[src/rtl/signal_scheduler_if.sv]
// Signal bundle between the phase controller and the intersection (sensors, signal heads, timebase).
// Carries the emergency pre-emption pair only when EMERGENCY_PREEMPT_EN is defined.
interface signal_scheduler_if;
   logic       tick;
   logic [7:0] avg_north;
   logic [7:0] avg_east;
   logic [7:0] avg_south;
   logic [7:0] avg_west;
`ifdef EMERGENCY_PREEMPT_EN
   logic       emergency_req;
   logic [1:0] emergency_road;
`endif
   logic [1:0] next_road;
   logic [3:0] green;
   logic [3:0] yellow;
   logic       all_red;
   logic [1:0] phase;

   modport master (
      output tick, avg_north, avg_east, avg_south, avg_west,
`ifdef EMERGENCY_PREEMPT_EN
      output emergency_req, emergency_road,
`endif
      input  next_road, green, yellow, all_red, phase
   );

   modport slave (
      input  tick, avg_north, avg_east, avg_south, avg_west,
`ifdef EMERGENCY_PREEMPT_EN
      input  emergency_req, emergency_road,
`endif
      output next_road, green, yellow, all_red, phase
   );
endinterface

[src/rtl/signal_scheduler.sv]
// Four-road intersection phase controller: round-robin road selection with low-traffic skip,
// traffic-scaled green, yellow and all-red clearance. Optional pre-emption via EMERGENCY_PREEMPT_EN.
module signal_scheduler #(
   parameter int unsigned MIN_GREEN    = 10,
   parameter int unsigned MAX_GREEN    = 60,
   parameter int unsigned GREEN_SHIFT  = 2,
   parameter int unsigned YELLOW_TIME  = 3,
   parameter int unsigned ALL_RED_TIME = 2,
   parameter int unsigned SKIP_THRESH  = 2,
   parameter int unsigned MAX_SKIP     = 3
) (
   input logic              clk,
   input logic              reset,
   signal_scheduler_if.slave bus
);
   localparam int unsigned TW = 8;
   localparam int unsigned SW = (MAX_SKIP < 1) ? 1 : $clog2(MAX_SKIP + 1);

   typedef enum logic [1:0] {
      S_ALL_RED = 2'd0,
      S_GREEN   = 2'd1,
      S_YELLOW  = 2'd2
   } state_t;

   state_t          r_state, w_state_nx;
   logic [TW-1:0]   r_timer, w_timer_nx;
   logic [1:0]      r_road, w_road_nx;
   logic [SW-1:0]   r_skip [4];
   logic [SW-1:0]   w_skip_nx [4];
   logic [SW-1:0]   w_sel_skip [4];
   logic [3:0]      r_green, r_yellow, w_green_nx, w_yellow_nx;
   logic            r_all_red;
   logic [7:0]      w_avg [4];
   logic [1:0]      w_sel_road, w_cand;
   logic            w_found;
   logic [8:0]      w_gsum;
   logic            w_expire;

   always_comb begin
      w_avg[0] = bus.avg_north;
      w_avg[1] = bus.avg_east;
      w_avg[2] = bus.avg_south;
      w_avg[3] = bus.avg_west;
   end

   assign w_expire = bus.tick && (r_timer == TW'(1));

   // Scan the three other roads in order; unqualified roads passed over accumulate a skip.
   always_comb begin
      w_sel_skip = r_skip;
      w_sel_road = r_road + 2'd1;
      w_found    = 1'b0;
      w_cand     = '0;
      for (int unsigned k = 1; k < 4; k++) begin
         w_cand = r_road + 2'(k);
         if (!w_found) begin
            if ((w_avg[w_cand] >= 8'(SKIP_THRESH)) || (r_skip[w_cand] == SW'(MAX_SKIP))) begin
               w_found    = 1'b1;
               w_sel_road = w_cand;
            end else if (r_skip[w_cand] != SW'(MAX_SKIP)) begin
               w_sel_skip[w_cand] = r_skip[w_cand] + SW'(1);
            end
         end
      end
      w_sel_skip[w_sel_road] = '0;
   end

   always_comb begin
      w_state_nx = r_state;
      w_timer_nx = r_timer;
      w_road_nx  = r_road;
      w_skip_nx  = r_skip;
      w_gsum     = '0;
      case (r_state)
         S_ALL_RED: begin
            if (w_expire) begin
               w_state_nx = S_GREEN;
               w_road_nx  = w_sel_road;
               w_skip_nx  = w_sel_skip;
`ifdef EMERGENCY_PREEMPT_EN
               if (bus.emergency_req) begin
                  w_road_nx = bus.emergency_road;
                  w_skip_nx = r_skip;
               end
`endif
               w_gsum     = 9'(MIN_GREEN) + 9'(w_avg[w_road_nx] >> GREEN_SHIFT);
               w_timer_nx = (w_gsum > 9'(MAX_GREEN)) ? TW'(MAX_GREEN) : w_gsum[TW-1:0];
            end else if (bus.tick) begin
               w_timer_nx = r_timer - TW'(1);
            end
         end
         S_GREEN: begin
`ifdef EMERGENCY_PREEMPT_EN
            // Another road's emergency cuts this green short; our own emergency pins the timer.
            if (bus.emergency_req && (bus.emergency_road != r_road)) begin
               w_state_nx = S_YELLOW;
               w_timer_nx = TW'(YELLOW_TIME);
            end else if (bus.emergency_req) begin
               w_timer_nx = TW'(MIN_GREEN);
            end else
`endif
            if (w_expire) begin
               w_state_nx = S_YELLOW;
               w_timer_nx = TW'(YELLOW_TIME);
            end else if (bus.tick) begin
               w_timer_nx = r_timer - TW'(1);
            end
         end
         S_YELLOW: begin
            if (w_expire) begin
               w_state_nx = S_ALL_RED;
               w_timer_nx = TW'(ALL_RED_TIME);
            end else if (bus.tick) begin
               w_timer_nx = r_timer - TW'(1);
            end
         end
         default: begin
            w_state_nx = S_ALL_RED;
            w_timer_nx = TW'(ALL_RED_TIME);
         end
      endcase
      w_green_nx  = (w_state_nx == S_GREEN)  ? (4'b0001 << w_road_nx) : 4'b0000;
      w_yellow_nx = (w_state_nx == S_YELLOW) ? (4'b0001 << w_road_nx) : 4'b0000;
   end

   // Reset parks on road 3 so the first selection lands on road 0.
   always_ff @(posedge clk or negedge reset) begin
      if (!reset) begin
         r_state   <= S_ALL_RED;
         r_timer   <= TW'(ALL_RED_TIME);
         r_road    <= 2'd3;
         for (int i = 0; i < 4; i++) r_skip[i] <= '0;
         r_green   <= '0;
         r_yellow  <= '0;
         r_all_red <= 1'b1;
      end else begin
         r_state   <= w_state_nx;
         r_timer   <= w_timer_nx;
         r_road    <= w_road_nx;
         r_skip    <= w_skip_nx;
         r_green   <= w_green_nx;
         r_yellow  <= w_yellow_nx;
         r_all_red <= (w_state_nx == S_ALL_RED);
      end
   end

   assign bus.next_road = r_road;
   assign bus.green     = r_green;
   assign bus.yellow    = r_yellow;
   assign bus.all_red   = r_all_red;
   assign bus.phase     = r_state;
endmodule

[src/flat_wrapper.sv]
// flat-port wrapper written by rule: the top's interface ports become plain ports
module signal_scheduler_flat 
#(
   parameter int unsigned MIN_GREEN    = 10,
   parameter int unsigned MAX_GREEN    = 60,
   parameter int unsigned GREEN_SHIFT  = 2,
   parameter int unsigned YELLOW_TIME  = 3,
   parameter int unsigned ALL_RED_TIME = 2,
   parameter int unsigned SKIP_THRESH  = 2,
   parameter int unsigned MAX_SKIP     = 3
)
  (clk, reset, bus_tick, bus_avg_north, bus_avg_east, bus_avg_south, bus_avg_west, bus_next_road, bus_green, bus_yellow, bus_all_red, bus_phase);
  signal_scheduler_if bus_i ();
  input logic clk;
  input logic reset;
  input wire logic [$bits(bus_i.tick)-1:0] bus_tick;
  input wire logic [$bits(bus_i.avg_north)-1:0] bus_avg_north;
  input wire logic [$bits(bus_i.avg_east)-1:0] bus_avg_east;
  input wire logic [$bits(bus_i.avg_south)-1:0] bus_avg_south;
  input wire logic [$bits(bus_i.avg_west)-1:0] bus_avg_west;
  output wire logic [$bits(bus_i.next_road)-1:0] bus_next_road;
  output wire logic [$bits(bus_i.green)-1:0] bus_green;
  output wire logic [$bits(bus_i.yellow)-1:0] bus_yellow;
  output wire logic [$bits(bus_i.all_red)-1:0] bus_all_red;
  output wire logic [$bits(bus_i.phase)-1:0] bus_phase;
  assign bus_i.tick = bus_tick;
  assign bus_i.avg_north = bus_avg_north;
  assign bus_i.avg_east = bus_avg_east;
  assign bus_i.avg_south = bus_avg_south;
  assign bus_i.avg_west = bus_avg_west;
  assign bus_next_road = bus_i.next_road;
  assign bus_green = bus_i.green;
  assign bus_yellow = bus_i.yellow;
  assign bus_all_red = bus_i.all_red;
  assign bus_phase = bus_i.phase;
  signal_scheduler #(.MIN_GREEN(MIN_GREEN), .MAX_GREEN(MAX_GREEN), .GREEN_SHIFT(GREEN_SHIFT), .YELLOW_TIME(YELLOW_TIME), .ALL_RED_TIME(ALL_RED_TIME), .SKIP_THRESH(SKIP_THRESH), .MAX_SKIP(MAX_SKIP)) u_core (.clk(clk), .reset(reset), .bus(bus_i));
endmodule
[config.mk]
export PLATFORM = sky130hd
export DESIGN_NAME = signal_scheduler_flat
export DESIGN_NICKNAME = d
export VERILOG_FILES = /design/src/rtl/signal_scheduler_if.sv /design/src/rtl/signal_scheduler.sv /design/src/flat_wrapper.sv
export SDC_FILE = /design/constraint.sdc
export NUM_CORES = 1
export LEC_CHECK = 0
export ABC_AREA = 1
export CAP_MARGIN = 20
export CORE_ASPECT_RATIO = 1.1
export CORE_MARGIN = 1.5
export CORE_UTILIZATION = 45
export DETAILED_ROUTE_END_ITERATION = 7
export PLACE_DENSITY = 0.72
export SLEW_MARGIN = 15
export SYNTH_ARGS = -nofsm -noshare
export SYNTH_HDL_FRONTEND = slang
export SYNTH_SLANG_ARGS = --single-unit
export TNS_END_PERCENT = 5
[constraint.sdc]
create_clock -name clk -period 3.8 [get_ports clk]
set_clock_uncertainty 0.2 [all_clocks]
set_input_delay 0.76 -clock clk [delete_from_list [all_inputs] [get_ports clk]]
set_output_delay 0.76 -clock clk [all_outputs]
set_load 0.05 [all_outputs]
Word level (Yosys, flattened, before mapping)
Cells that the tools add are included.
{"block": "totals", "regBits": 29, "inputBits": 35}
{"block": "classes", "n_reduce_logical": 11, "n_lt_le_gt_ge": 12, "bitwise": 6, "n_addsub": 8, "shifts": 1, "eq_ne": 11, "mux": 61}
{"cell": "8-bit two-way mux", "count": 21}
{"cell": "8-bit binary-select mux with 2-bit select", "count": 4}
{"cell": "2-bit two-way mux", "count": 19}
{"cell": "8-bit bitwise mux", "count": 3}
{"cell": "8-bit by 2-bit >= comparator with 1-bit output (second input constant)", "count": 3}
{"cell": "8-bit case mux with 3 select lines", "count": 1}
{"cell": "2-bit demux with 2-bit select", "count": 4}
{"cell": "2-bit binary-select mux with 2-bit select", "count": 3}
{"cell": "3-bit >= comparator (second input constant)", "count": 4}
{"cell": "3-bit by 1-bit < comparator with 1-bit output (second input constant)", "count": 4}
{"cell": "2-bit NOT with 3-bit output", "count": 4}
{"cell": "2-bit equality test (second input constant)", "count": 5}
{"cell": "9-bit by 6-bit greater-than comparator with 1-bit output (second input constant)", "count": 1}
{"cell": "2-bit by 1-bit adder with 2-bit output (second input constant)", "count": 4}
{"cell": "8-bit bitwise AND", "count": 1}
{"cell": "8-bit by 1-bit equality test with 1-bit output (second input constant)", "count": 1}
{"cell": "4-bit two-way mux", "count": 2}
{"cell": "8-bit NOT", "count": 1}
{"cell": "8-bit by 1-bit subtractor with 8-bit output (second input constant)", "count": 1}
{"cell": "4-bit by 6-bit adder with 7-bit output (first input constant)", "count": 1}
{"cell": "2-bit != test (second input constant)", "count": 3}
{"cell": "2-bit case mux with 3 select lines", "count": 1}
{"cell": "1-bit logical AND", "count": 5}
{"cell": "2-bit adder (second input constant)", "count": 2}
{"cell": "other kinds (6)", "count": 12}

Logic depth before layout (Yosys ltp)
Gate-level depths: netlist of run 1.
{"block": "logic_depth", "ltp_word": 20, "ltp_mapped": 30, "mapped_depth_nobuf": 28}

Worst setup path after synthesis of run 1
No wires, ideal clock.
{"block": "synth_path", "path_kind": "flip-flop to flip-flop", "startpoint": "reg u_core.r_road[0] (netlist: u_core.bus.next_road[0])", "endpoint": "reg u_core.r_timer[0]", "n_path_buf": 3, "stages_incl_launch_ff": 28, "arrival_time_ns": 3.730, "path_slack_ns": -0.250, "period_less_slack_ns": 4.050, "setup_time_ns": 0.120, "cell_sequence": "dfstp_2 buf_6 inv_2 clkbuf_8 ha_1 buf_4 nand2_1 o21ai_0 ha_1 a21oi_4 nand3_2 inv_1 nand2_1 nand2_4 nand2_1 nand2_1 inv_2 ha_1 inv_1 nand3_1 nand2_1 nand3_1 nor2_2 nand2_2 nand3_2 nand2_1 nand2_1 nand2_1"}
{"block": "synth_via", "elab_chain_cells": 20, "elab_cells_between_ends": 49, "cone_classes": "4 x add/sub; 4 x order compare; 3 x eq/ne; 31 x mux; 4 x bitwise; 3 x reduce/logical"}
{"item": "from (decl)", "line": "signal_scheduler.sv:27", "source": "logic [1:0] r_road, w_road_nx;"}
{"item": "from (signal assigned)", "line": "signal_scheduler.sv:139", "source": "r_road <= w_road_nx;"}
{"item": "2-bit adder or 2-bit by 1-bit adder with 2-bit output (tied branches)", "line": "signal_scheduler.sv:55, signal_scheduler.sv:51"}
{"item": "2-bit NOT with 3-bit output (implied by the code)", "line": "signal_scheduler.sv:57", "source": "if ((w_avg[w_cand] >= 8'(SKIP_THRESH)) || (r_skip[w_cand] == SW'(MAX_SKIP))) begin"}
{"item": "8-bit binary-select mux with 2-bit select or 2-bit binary-select mux with 2-bit select (tied branches)", "line": "signal_scheduler.sv:57"}
{"item": "8-bit two-way mux (implied by the code) or 2-bit two-way mux (tied branches) (2 in a row)", "line": "signal_scheduler.sv:57"}
{"item": "8-bit by 2-bit >= comparator with 1-bit output or 2-bit equality test (tied branches)", "line": "signal_scheduler.sv:57"}
{"item": "1-bit logical OR", "line": "signal_scheduler.sv:57"}
{"item": "2-bit two-way mux or 1-bit two-way mux (tied branches)", "line": "signal_scheduler.sv:57"}
{"item": "2-bit two-way mux", "line": "signal_scheduler.sv:56", "source": "if (!w_found) begin"}
{"item": "[3 not listed]"}
{"item": "8-bit binary-select mux with 2-bit select *", "line": "signal_scheduler.sv:86", "source": "w_gsum = 9'(MIN_GREEN) + 9'(w_avg[w_road_nx] >> GREEN_SHIFT);"}
{"item": "8-bit two-way mux (implied by the code) * (2 in a row)", "line": "signal_scheduler.sv:86"}
{"item": "4-bit by 6-bit adder with 7-bit output *", "line": "signal_scheduler.sv:86"}
{"item": "9-bit by 6-bit greater-than comparator with 1-bit output", "line": "signal_scheduler.sv:87", "source": "w_timer_nx = (w_gsum > 9'(MAX_GREEN)) ? TW'(MAX_GREEN) : w_gsum[TW-1:0];"}
{"item": "8-bit two-way mux *", "line": "signal_scheduler.sv:87"}
{"item": "8-bit two-way mux *", "line": "signal_scheduler.sv:76", "source": "if (w_expire) begin"}
{"item": "8-bit case mux with 3 select lines *", "line": "signal_scheduler.sv:74", "source": "case (r_state)"}
{"item": "via u_core.w_timer_nx[0]", "line": "signal_scheduler.sv:26", "source": "logic [TW-1:0] r_timer, w_timer_nx;"}
{"item": "to (signal assigned)", "line": "signal_scheduler.sv:130", "source": "r_timer <= TW'(ALL_RED_TIME);"}
{"item": "to (signal assigned)", "line": "signal_scheduler.sv:138", "source": "r_timer <= w_timer_nx;"}
{"item": "to (decl)", "line": "signal_scheduler.sv:26"}
Mark *: on every way through the listed nets, which the timed path passes. The rest lies on a longest branch. The select of a mux whose other input is x is not followed.
A chain may end at the register's enable or synchronous reset.

Final worst setup path of run 1
{"block": "layout_path", "startpoint": "reg u_core.r_road[0] (netlist: u_core.bus.next_road[0])", "endpoint": "reg u_core.r_timer[5]"}
The elaborated chain is that of the path after synthesis.

==> results of run 1 <==
layout make-up:
cell class	count	area (sq um)	area share
Tap cell	80	100	0.0253
Clock inverter	2	13.8	0.00347
Sequential cell	29	734	0.185
Timing Repair Buffer	85	771	0.195
Clock buffer	6	82.6	0.0208
Multi-Input combinational cell	364	1990	0.503
Inverter	66	268	0.0676
path summary, 6_finish.rpt:
| kind | start | endpoint | slack, ps |
|---|---|---|---|
| worst max-delay path | u_core.bus.next_road[0]$_DFF_PN1_ | u_core.r_timer[5]$_DFF_PN0_ | 170 |
| worst min-delay path | u_core.r_skip[2]$_DFFE_PN0P_ | u_core.r_skip[2]$_DFFE_PN0P_ | 360 |
| worst max register to register | u_core.bus.next_road[0]$_DFF_PN1_ | u_core.r_timer[5]$_DFF_PN0_ | 170 |
| worst min register to register | u_core.r_skip[2]$_DFFE_PN0P_ | u_core.r_skip[2]$_DFFE_PN0P_ | 360 |
| max in group asynchronous | reset | u_core.bus.next_road[1]$_DFF_PN1_ | 2450 |
| min in group asynchronous | reset | u_core.r_timer[7]$_DFF_PN0_ | 650 |
stage by stage:
| stage | TNS (ps) | setup slack (ps) | instance area, sq um | std cells | power [mW] |
|---|---|---|---|---|---|
| after global placement | -214 | -71.8 | 3580 | 612 | 2.55 |
| after global routing | -79.6 | -46.5 | 3960 | 632 | 3.63 |
| final | 0 | 168 | 3960 | 632 | 3.33 |
| after floorplan | 0 | 46.9 | 2890 | 465 | 1.94 |
| after CTS | 0 | 43.8 | 3680 | 620 | 2.88 |
| after detailed placement | -631 | -160 | 3580 | 612 | 2.60 |
Yosys cell counts, drive strengths merged:
cell	number	area [sq um]
nand3	43	245
a31oi	4	25.0
inv	65	244
clkinv	1	3.75
dfrtp	25	626
a211oi	1	7.51
ha	14	175
o21ai	32	164
nand2	172	696
clkbuf	2	17.5
a21oi	10	65.1
o211ai	7	52.6
nor2	58	220
xnor2	2	17.5
o22ai	6	37.5
dfstp	4	105
nor3	4	20.0
xor2	4	35.0
buf	4	38.8
nor4	1	6.26
nand4	4	25.0
nand3b	2	15.0
metal layers:
layer / wire length [um] / vias up / share of wire / track usage
met3: 344 / 22 / 0.043 / 0.0305
met5: 0 / - / 0 / 0
met4: 221 / 0 / 0.027 / 0.0909
li1: - / 1649 / - / -
met2: 3900 / 92 / 0.48 / 0.404
met1: 3600 / 1495 / 0.45 / 0.320
cells by family after synthesis:
kind of cell             Yosys count  share of synthesized area
AND/OR/NAND/NOR                  284                      0.432
buffers and inverters             72                      0.107
AO/OA/AOI/OAI                     60                      0.124
flip-flops                        29                      0.257
adder cells (fa/ha/maj)           14                     0.0616
XOR/XNOR                           6                     0.0185
worst max-delay path, stage by stage (launching register included):
cell	delay, ps
dfstp_4	700
clkinv_8	80
ha_4	340
clkinvlp_4	220
o21ai_4	180
ha_2	180
inv_1	40
nand2_2	80
nand3_4	100
inv_2	70
nand2_1	60
nand2_2	140
nand2_2	80
nand2_2	80
inv_2	60
ha_4	150
inv_2	60
nand3_4	70
nand2_2	70
nand2_1	60
nand2_2	90
nor2_4	50
nand2_4	80
nand4_1	130
nand2_1	110
nand2_1	50
what timing repair did:
item	in CTS	in global routing
resized for setup	0	48
setup buffers	0	12
setup endpoints to repair	0	5
report_power, final:
group          internal (mW)  leakage (nW)  switching, mW
Combinational           1.04          1.59           1.49
Clock                  0.146        0.0512          0.123
Sequential             0.426         0.363         0.0986
Total                   1.62          2.01           1.71
registers in the layout (all words and copies together), names as in the netlist:
signal	flops
u_core.r_skip	8
u_core.bus.phase	2
u_core.r_timer	8
u_core.bus.next_road	2
u_core.bus.yellow	4
u_core.bus.green	4
u_core.bus.all_red	1
==> metrics.md, run 1 <==
| Metric | Value |
|---|---|
| Synth Register Bits | `29` |
| Net Count, Synth | `514` |
| Worst-path fanout max | `7` |
| DR WL/cell | `12.8 um` |
| Final slew viol count | `0` |
| Rel. slew slack | `0.571` |
| Fmax | `between 200 and 300 MHz` |
| Critical path data arrival time | `3610 ps` |
| H-Tree Depth | `2` |
| Hold-fix buffers, CTS | `0` |
| Antenna violations before repair | `0` |
| Critical Path Source Type | `flip-flop` |
| Bufs on Longest Clock Path | `2` |
| Vias in the first global route | `2991` |
| Die Footprint | `6800 sq um` |
| Clock-pin slew on the worst setup and hold paths | `roughly 60 ps` |
| Fillers | `between 500 and 600` |
| Number of port buffers | `43` |
| Max_cap viols | `0` |
| Core area | `about 6000 sq um` |
| Outcome | `finished clean` |
| Routed vias/inst | `5.16` |
| Clock sink count | `29` |
| Gpl congestion | `0.980` |
| VDD IR max | `0.520 mV` |
| DRC errors left | `0` |
| Cells after Synth | `about 470` |
| Gr ovfl total | `0` |
| Setup CP Type | `flip-flop to flip-flop` |
| WHS Path Cells | `2` |
| Hold Worst Slack | `363 ps` |
| All-Layer GR Usage | `0.242` |
| Area grow syn2layout | `39.5%` |
| Largest net degree at the start of global routing | `30` |
| Worst-Skew Late Latency | `290 ps` |
| Initial DRC count | `186` |
| Fin util | `0.648` |
| Slew of the pin with the lowest slew margin | `roughly 640 ps` |
| Antenna Nets Post-Route | `0` |
| Register area share after synthesis | `0.257` |
| Tightest Hold Check Type | `flip-flop to flip-flop` |
| Initial Util | `0.464` |
| Leak | `2.01 nW` |
| Most common cell after layout, fill and taps aside | `nand2_1` |
| DRT Wirelength | `8.07 mm` |
| Critical Path RT | `3780 ps` |
| Layout net count | `600` |
| Mapped Avg Cell Area | `6.11 sq um` |
| Io pins | `48` |
| Row cnt | `30` |
| Yosys warns | `0` |
| Post-synth cell types | `35` |
| CTS tree | `done` |
| Final period util | `0.956` |
| Most frequent cells in the layout | `147 x nand2_1, 57 x inv_1, 53 x nor2_1` |
| R2r worst-path depth | `25` |
| Share of cells above drive strength 1 | `0.208` |
| P per Cell Area | `840 nW/um^2` |
| CTS Root Cell | `clkbuf_8` |
| Total number of vias | `3258` |
| Synthesized area | `2840 sq um` |
| Final hold vios | `0` |
| Worst Setup End Kind | `flip-flop` |
| Setup violators final | `0` |
| Diode count | `0` |
| Drt pass-1 iters | `5` |
| Die extent in y | `about 86 um` |
| CTS buffer count | `5` |
| Die Width | `about 79 um` |
| Post-DP HPWL | `6.25 mm` |
| Tmin final | `3630 ps` |
| First-pass GRT wire length | `13.2 mm` |
Note: power is estimated with default switching activity, not from simulation.
==> run 2: changes to the inputs <==
Settings changed: GPL_TIMING_DRIVEN set to 0, TNS_END_PERCENT 5 to 1.
==> run 2 against run 1 <==
- sequential cell count stayed put
- die area stayed put
- hold slack worse by 67 ps
- routed wire length is 9.9% higher
- critical path type unchanged
- critical endpoint is now u_core.r_timer[0]$_DFF_PN0_
- largest cell class unchanged
==> metrics.md, run 2 (synthesis results as in run 1) <==
| Metric | Value |
|---|---|
| Outcome | `finished clean` |
| First-pass GRT wire length | `roughly 13 mm` |
| Io pins | `48` |
| Layout net count | `604` |
| Routed vias/inst | `between 5 and 6` |
| Die Width | `78.8 um` |
| FF+latch area | `734 sq um` |
| Vias in the first global route | `2934` |
| Final hold vios | `0` |
| H-Tree Depth | `2` |
| Clock sink count | `29` |
| Fin util | `0.662` |
| Tightest Hold Check Type | `primary input to async pin` |
| Initial Util | `0.464` |
| Gpl congestion | `0.910` |
| Total number of vias | `3361` |
| Post-DP HPWL | `5.91 mm` |
| Max_cap viols | `0` |
| DRT Wirelength | `8.87 mm` |
| Worst-path fanout max | `7` |
| Post-route setup TNS | `0 ps` |
| Rel. slew slack | `0.580` |
| Most common cell after layout, fill and taps aside | `nand2_1` |
| CTS buffer count | `5` |
| Setup CP Type | `flip-flop to flip-flop` |
| Reg2Reg Setup Slack | `80 ps` |
| Core area | `6120 sq um` |
| Gr ovfl total | `0` |
| Fmax | `between 200 and 300 MHz` |
| DR WL/cell | `between 10 and 15 um` |
| Initial DRC count | `263` |
| DRC errors left | `0` |
| Row cnt | `30` |
| Drt pass-1 iters | `5` |
| All-Layer GR Usage | `0.241` |
| RR Endpoint | `u_core.r_timer[0]$_DFF_PN0_` |
| Bufs on Longest Clock Path | `2` |
| Share of cells above drive strength 1 | `0.203` |
| Antenna Nets Post-Route | `0` |
| Top flop regs | `u_core.r_skip: 8 flops, u_core.r_timer: 8 flops` |
| Largest net degree at the start of global routing | `30` |
| Area grow syn2layout | `42.6%` |
| Critical Path RT | `3760 ps` |
| Antenna violations before repair | `0` |
| Setup violators final | `0` |
| R2r worst-path depth | `26` |
| Fillers | `roughly 520` |
| Final slew viol count | `0` |
| Final period util | `0.978` |
| Die extent in y | `roughly 86 um` |
| Leak | `2.05 nW` |
| Power, Total | `3.45 mW` |
| P per Cell Area | `852 nW/um^2` |
| Worst-Skew Late Latency | `between 200 and 300 ps` |
| RR Startpoint | `u_core.bus.next_road[0]$_DFF_PN1_` |
| CTS Root Cell | `clkbuf_8` |
| Diode count | `0` |
| Clock-pin slew on the worst setup and hold paths | `around 60 ps` |
| Critical Path Source Type | `flip-flop` |
| Die Footprint | `between 6000 and 7000 sq um` |
| VDD IR max | `~0.46 mV` |
| Worst Setup End Kind | `flip-flop` |
| Slew of the pin with the lowest slew margin | `630 ps` |
| CTS tree | `done` |
| Most frequent cells in the layout | `147 x nand2_1, 59 x inv_1, 57 x nor2_1` |
| Critical path data arrival time | `roughly 3700 ps` |
| Tmin final | `3720 ps` |
| Number of port buffers | `43` |
| Area occupied by multi-input gates | `a little over 2000 sq um` |
[run 2: worst max path at each step]
| stage | start | end | slack [ps] | depth (start not counted) |
|---|---|---|---|---|
| floorplan | u_core.bus.next_road[0]$_DFF_PN1_ | u_core.r_timer[0]$_DFF_PN0_ | 50 | 27 |
| global placement | u_core.bus.next_road[0]$_DFF_PN1_ | u_core.r_timer[5]$_DFF_PN0_ | -360 | 26 |
| detailed placement | u_core.bus.next_road[0]$_DFF_PN1_ | u_core.r_timer[0]$_DFF_PN0_ | -410 | 26 |
| CTS | u_core.bus.next_road[0]$_DFF_PN1_ | u_core.r_timer[5]$_DFF_PN0_ | 10 | 27 |
| global route | u_core.bus.next_road[0]$_DFF_PN1_ | u_core.r_timer[0]$_DFF_PN0_ | -90 | 27 |
| finish | u_core.bus.next_road[0]$_DFF_PN1_ | u_core.r_timer[0]$_DFF_PN0_ | 80 | 26 |
[run 2: layout make-up]
class                      count  share of cell area
clock inverter                 2             0.00865
multi-input combinational    364               0.498
inverter                      66              0.0664
tap                           80              0.0247
timing repair inverter         2             0.00432
buffer                         2             0.00618
timing repair buffer          85               0.192
sequential                    29               0.181
clock buffer                   6              0.0179
[run 2: timing repair]
action                                  CTS  global route
setup buffers                            10            32
hold buffers                              0             0
gates cloned                              0             2
endpoints found under the hold margin     0             0
resized for setup                        19            31
endpoints found under the setup margin    6             6
pin swaps                                 4            15
[run 2: metal layers]
metal  share of wire  track usage  up-vias
li1                -            -     1667
met1            0.43        0.309     1546
met2            0.50        0.422      128
met3           0.052       0.0432       20
met4           0.023       0.0601        0
met5               0            0        -
[run 2: power breakdown]
group          internal, mW  switching (mW)
combinational          1.10            1.51
sequential            0.427           0.113
clock                 0.194           0.112
total                  1.72            1.74
[run 2: worst max-delay path: stages, from the launching register on]
cell	delay [ps]
dfstp_4	710
clkinv_8	90
ha_4	280
buf_4	150
nand2_1	70
o21ai_2	70
ha_4	180
a21oi_4	150
buf_12	160
nand2_8	80
nand2_8	100
nand3_1	110
nand2_2	110
nand2_2	70
nand2_2	90
inv_2	60
ha_4	150
inv_1	60
nand3_2	90
nand2_2	100
nand3_2	70
nor2_2	110
nand2_2	90
nand3_2	70
nand2_1	60
nand2_1	50
nand2_1	50
[run 2: stage by stage]
stage	cell area [sq um]	hold slack, ps	setup slack [ps]	std cells
after floorplan	2890	264	46.9	465
after global placement	3420	351	-357	588
after detailed placement	3410	357	-410	588
after CTS	3670	309	11.8	605
after global routing	4050	344	-88.1	636
final	4050	296	84.6	636
==> run 3: changes to the inputs <==
Settings changed: ABC_CLOCK_PERIOD_IN_PS set to 3800, MAX_ROUTING_LAYER set to met4.
==> run 3 against run 2 <==
- clock-buffer cell count did not move
- critical endpoint unchanged
- design area fell by 1.9%
- register-to-register slack improved by 80 ps
- first-iteration DRC count fell by 11%
- via count fell by 1.4%
- largest cell class unchanged
- maximum frequency rose by 2.1%
- global-route usage rose by 0.67 points
==> metrics.md, run 3 (synthesis results as in run 1) <==
| Metric | Value |
|---|---|
| Final hold vios | `0` |
| Setup crit start | `u_core.bus.next_road[0]$_DFF_PN1_` |
| Critical Path Source Type | `flip-flop` |
| Tightest Hold Check Type | `primary input to async pin` |
| Drt pass-1 iters | `6` |
| Layout net count | `between 500 and 600` |
| Total number of vias | `3315` |
| Outcome | `finished clean` |
| Clock sink count | `29` |
| H-Tree Depth | `2` |
| Power, Total | `approximately 3.4 mW` |
| Gpl congestion | `0.928` |
| Area grow syn2layout | `39.9%` |
| Final period util | `0.958` |
| Fin util | `0.650` |
| All-Layer GR Usage | `0.248` |
| Worst-path fanout max | `7` |
| Core area | `6120 sq um` |
| Slew of the pin with the lowest slew margin | `645 ps` |
| P per Cell Area | `851 nW/um^2` |
| Critical path data arrival time | `3610 ps` |
| Clock-pin slew on the worst setup and hold paths | `approximately 60 ps` |
| Routed vias/inst | `about 5.3` |
| CTS tree | `done` |
| Rel. slew slack | `0.570` |
| Initial DRC count | `about 230` |
| Antenna violations before repair | `0` |
| Leak | `2.01 nW` |
| Max_cap viols | `0` |
| Row cnt | `30` |
| FF+latch area | `roughly 730 sq um` |
| Die Width | `a little under 80 um` |
| Setup CP Type | `flip-flop to flip-flop` |
| Final slew viol count | `0` |
| DR WL/cell | `13.8 um` |
| Gr ovfl total | `0` |
| DRC errors left | `0` |
| Fillers | `545` |
| Post-DP HPWL | `5.91 mm` |
| Area occupied by multi-input gates | `approximately 2000 sq um` |
| Fmax | `around 270 MHz` |
| Setup violators final | `0` |
| Die Footprint | `6800 sq um` |
| Worst Setup End Kind | `flip-flop` |
| Number of port buffers | `43` |
| Share of cells above drive strength 1 | `0.185` |
| First-pass GRT wire length | `12.9 mm` |
| Critical Path RT | `3770 ps` |
| DP Area | `3410 sq um` |
| Final cell count without fillers | `630` |
| CTS Root Cell | `clkbuf_8` |
| Bufs on Longest Clock Path | `2` |
| Worst-Skew Late Latency | `280 ps` |
| Final Instance Area | `3980 sq um` |
| Antenna Nets Post-Route | `0` |
| Initial Util | `0.464` |
| Hold Worst Slack | `297 ps` |
| RR Startpoint | `u_core.bus.next_road[0]$_DFF_PN1_` |
| Tmin final | `3640 ps` |
| Most common cell after layout, fill and taps aside | `nand2_1` |
| Diode count | `0` |
| Vias in the first global route | `2918` |
| CTS buffer count | `5` |
| Hold-fix buffers, CTS | `0` |
| Cells after DPL | `~590` |
| Most frequent cells in the layout | `152 x nand2_1, 59 x inv_1, 57 x nor2_1` |
| Largest net degree at the start of global routing | `30` |
| Top flop regs | `u_core.r_skip: 8 flops, u_core.r_timer: 8 flops` |
| Die extent in y | `86.3 um` |
| Io pins | `48` |
| DRT Wirelength | `8.72 mm` |
| VDD IR max | `0.521 mV` |
run 3: layout make-up:
class / count / share of cell area
plain buffers: 2 / 0.00630
clock buffers: 6 / 0.0183
clock inverters: 2 / 0.00881
inverters: 66 / 0.0677
multi-input cells: 364 / 0.503
flip-flops and latches: 29 / 0.185
well taps: 80 / 0.0252
repair buffers: 79 / 0.182
repair inverters: 2 / 0.00441
run 3: per-layer routing:
metal	part of all wire	vias to the layer above	track usage	wire length, um
met1	0.42	1521	0.300	3670
met5	0	-	-	0
met2	0.49	116	0.416	4290
met3	0.061	24	0.0432	531
li1	-	1654	-	-
met4	0.027	0	0.0877	233
run 3: timing repair:
item,in CTS,in global routing
pin swaps,6,13
setup buffers,11,25
resized for setup,19,25
cloned,0,2
endpoints found under the setup margin,6,6
run 3: worst max-delay path: stages, from the launching register on:
cell,delay [ps]
dfstp_4,710
clkinv_8,90
ha_4,260
buf_12,140
nand2_1,70
o21ai_2,70
ha_4,180
a21oi_4,140
buf_12,160
nand2_8,90
nand2_8,120
nand2_8,70
nand2_1,80
nand2_1,70
nand2_1,70
nand2_2,80
ha_4,170
inv_1,50
nand3_2,80
nand2_2,100
nand3_2,70
nor2_2,120
nand2_2,90
nand3_2,70
nand2_1,50
nand2_1,50
nand2_1,40
run 3: path summary, 6_finish.rpt:
kind	end	depth (start not counted)	slack (ps)
setup / recovery	u_core.r_timer[0]$_DFF_PN0_	26	160
hold / removal	u_core.r_timer[2]$_DFF_PN0_	1	300
setup reg to reg	u_core.r_timer[0]$_DFF_PN0_	26	160
hold reg to reg	u_core.r_skip[2]$_DFFE_PN0P_	2	370
max in group asynchronous	u_core.bus.yellow[2]$_DFF_PN0_	1	2680
min in group clk	u_core.r_skip[2]$_DFFE_PN0P_	2	370
run 3: per-stage QoR:
stage,setup WS (ps),setup TNS [ps]
detailed placement,-411,-1890
global route,-35.7,-62.7
global placement,-362,-1620
CTS,15.7,0
floorplan,46.9,0
finish,160,0
run 3: report_power, final:
group | internal (mW) | total, mW | leakage [nW] | switching (mW)
sequential | 0.427 | 0.537 | 0.363 | 0.110
combinational | 1.04 | 2.54 | 1.59 | 1.50
clock | 0.194 | 0.310 | 0.0552 | 0.116
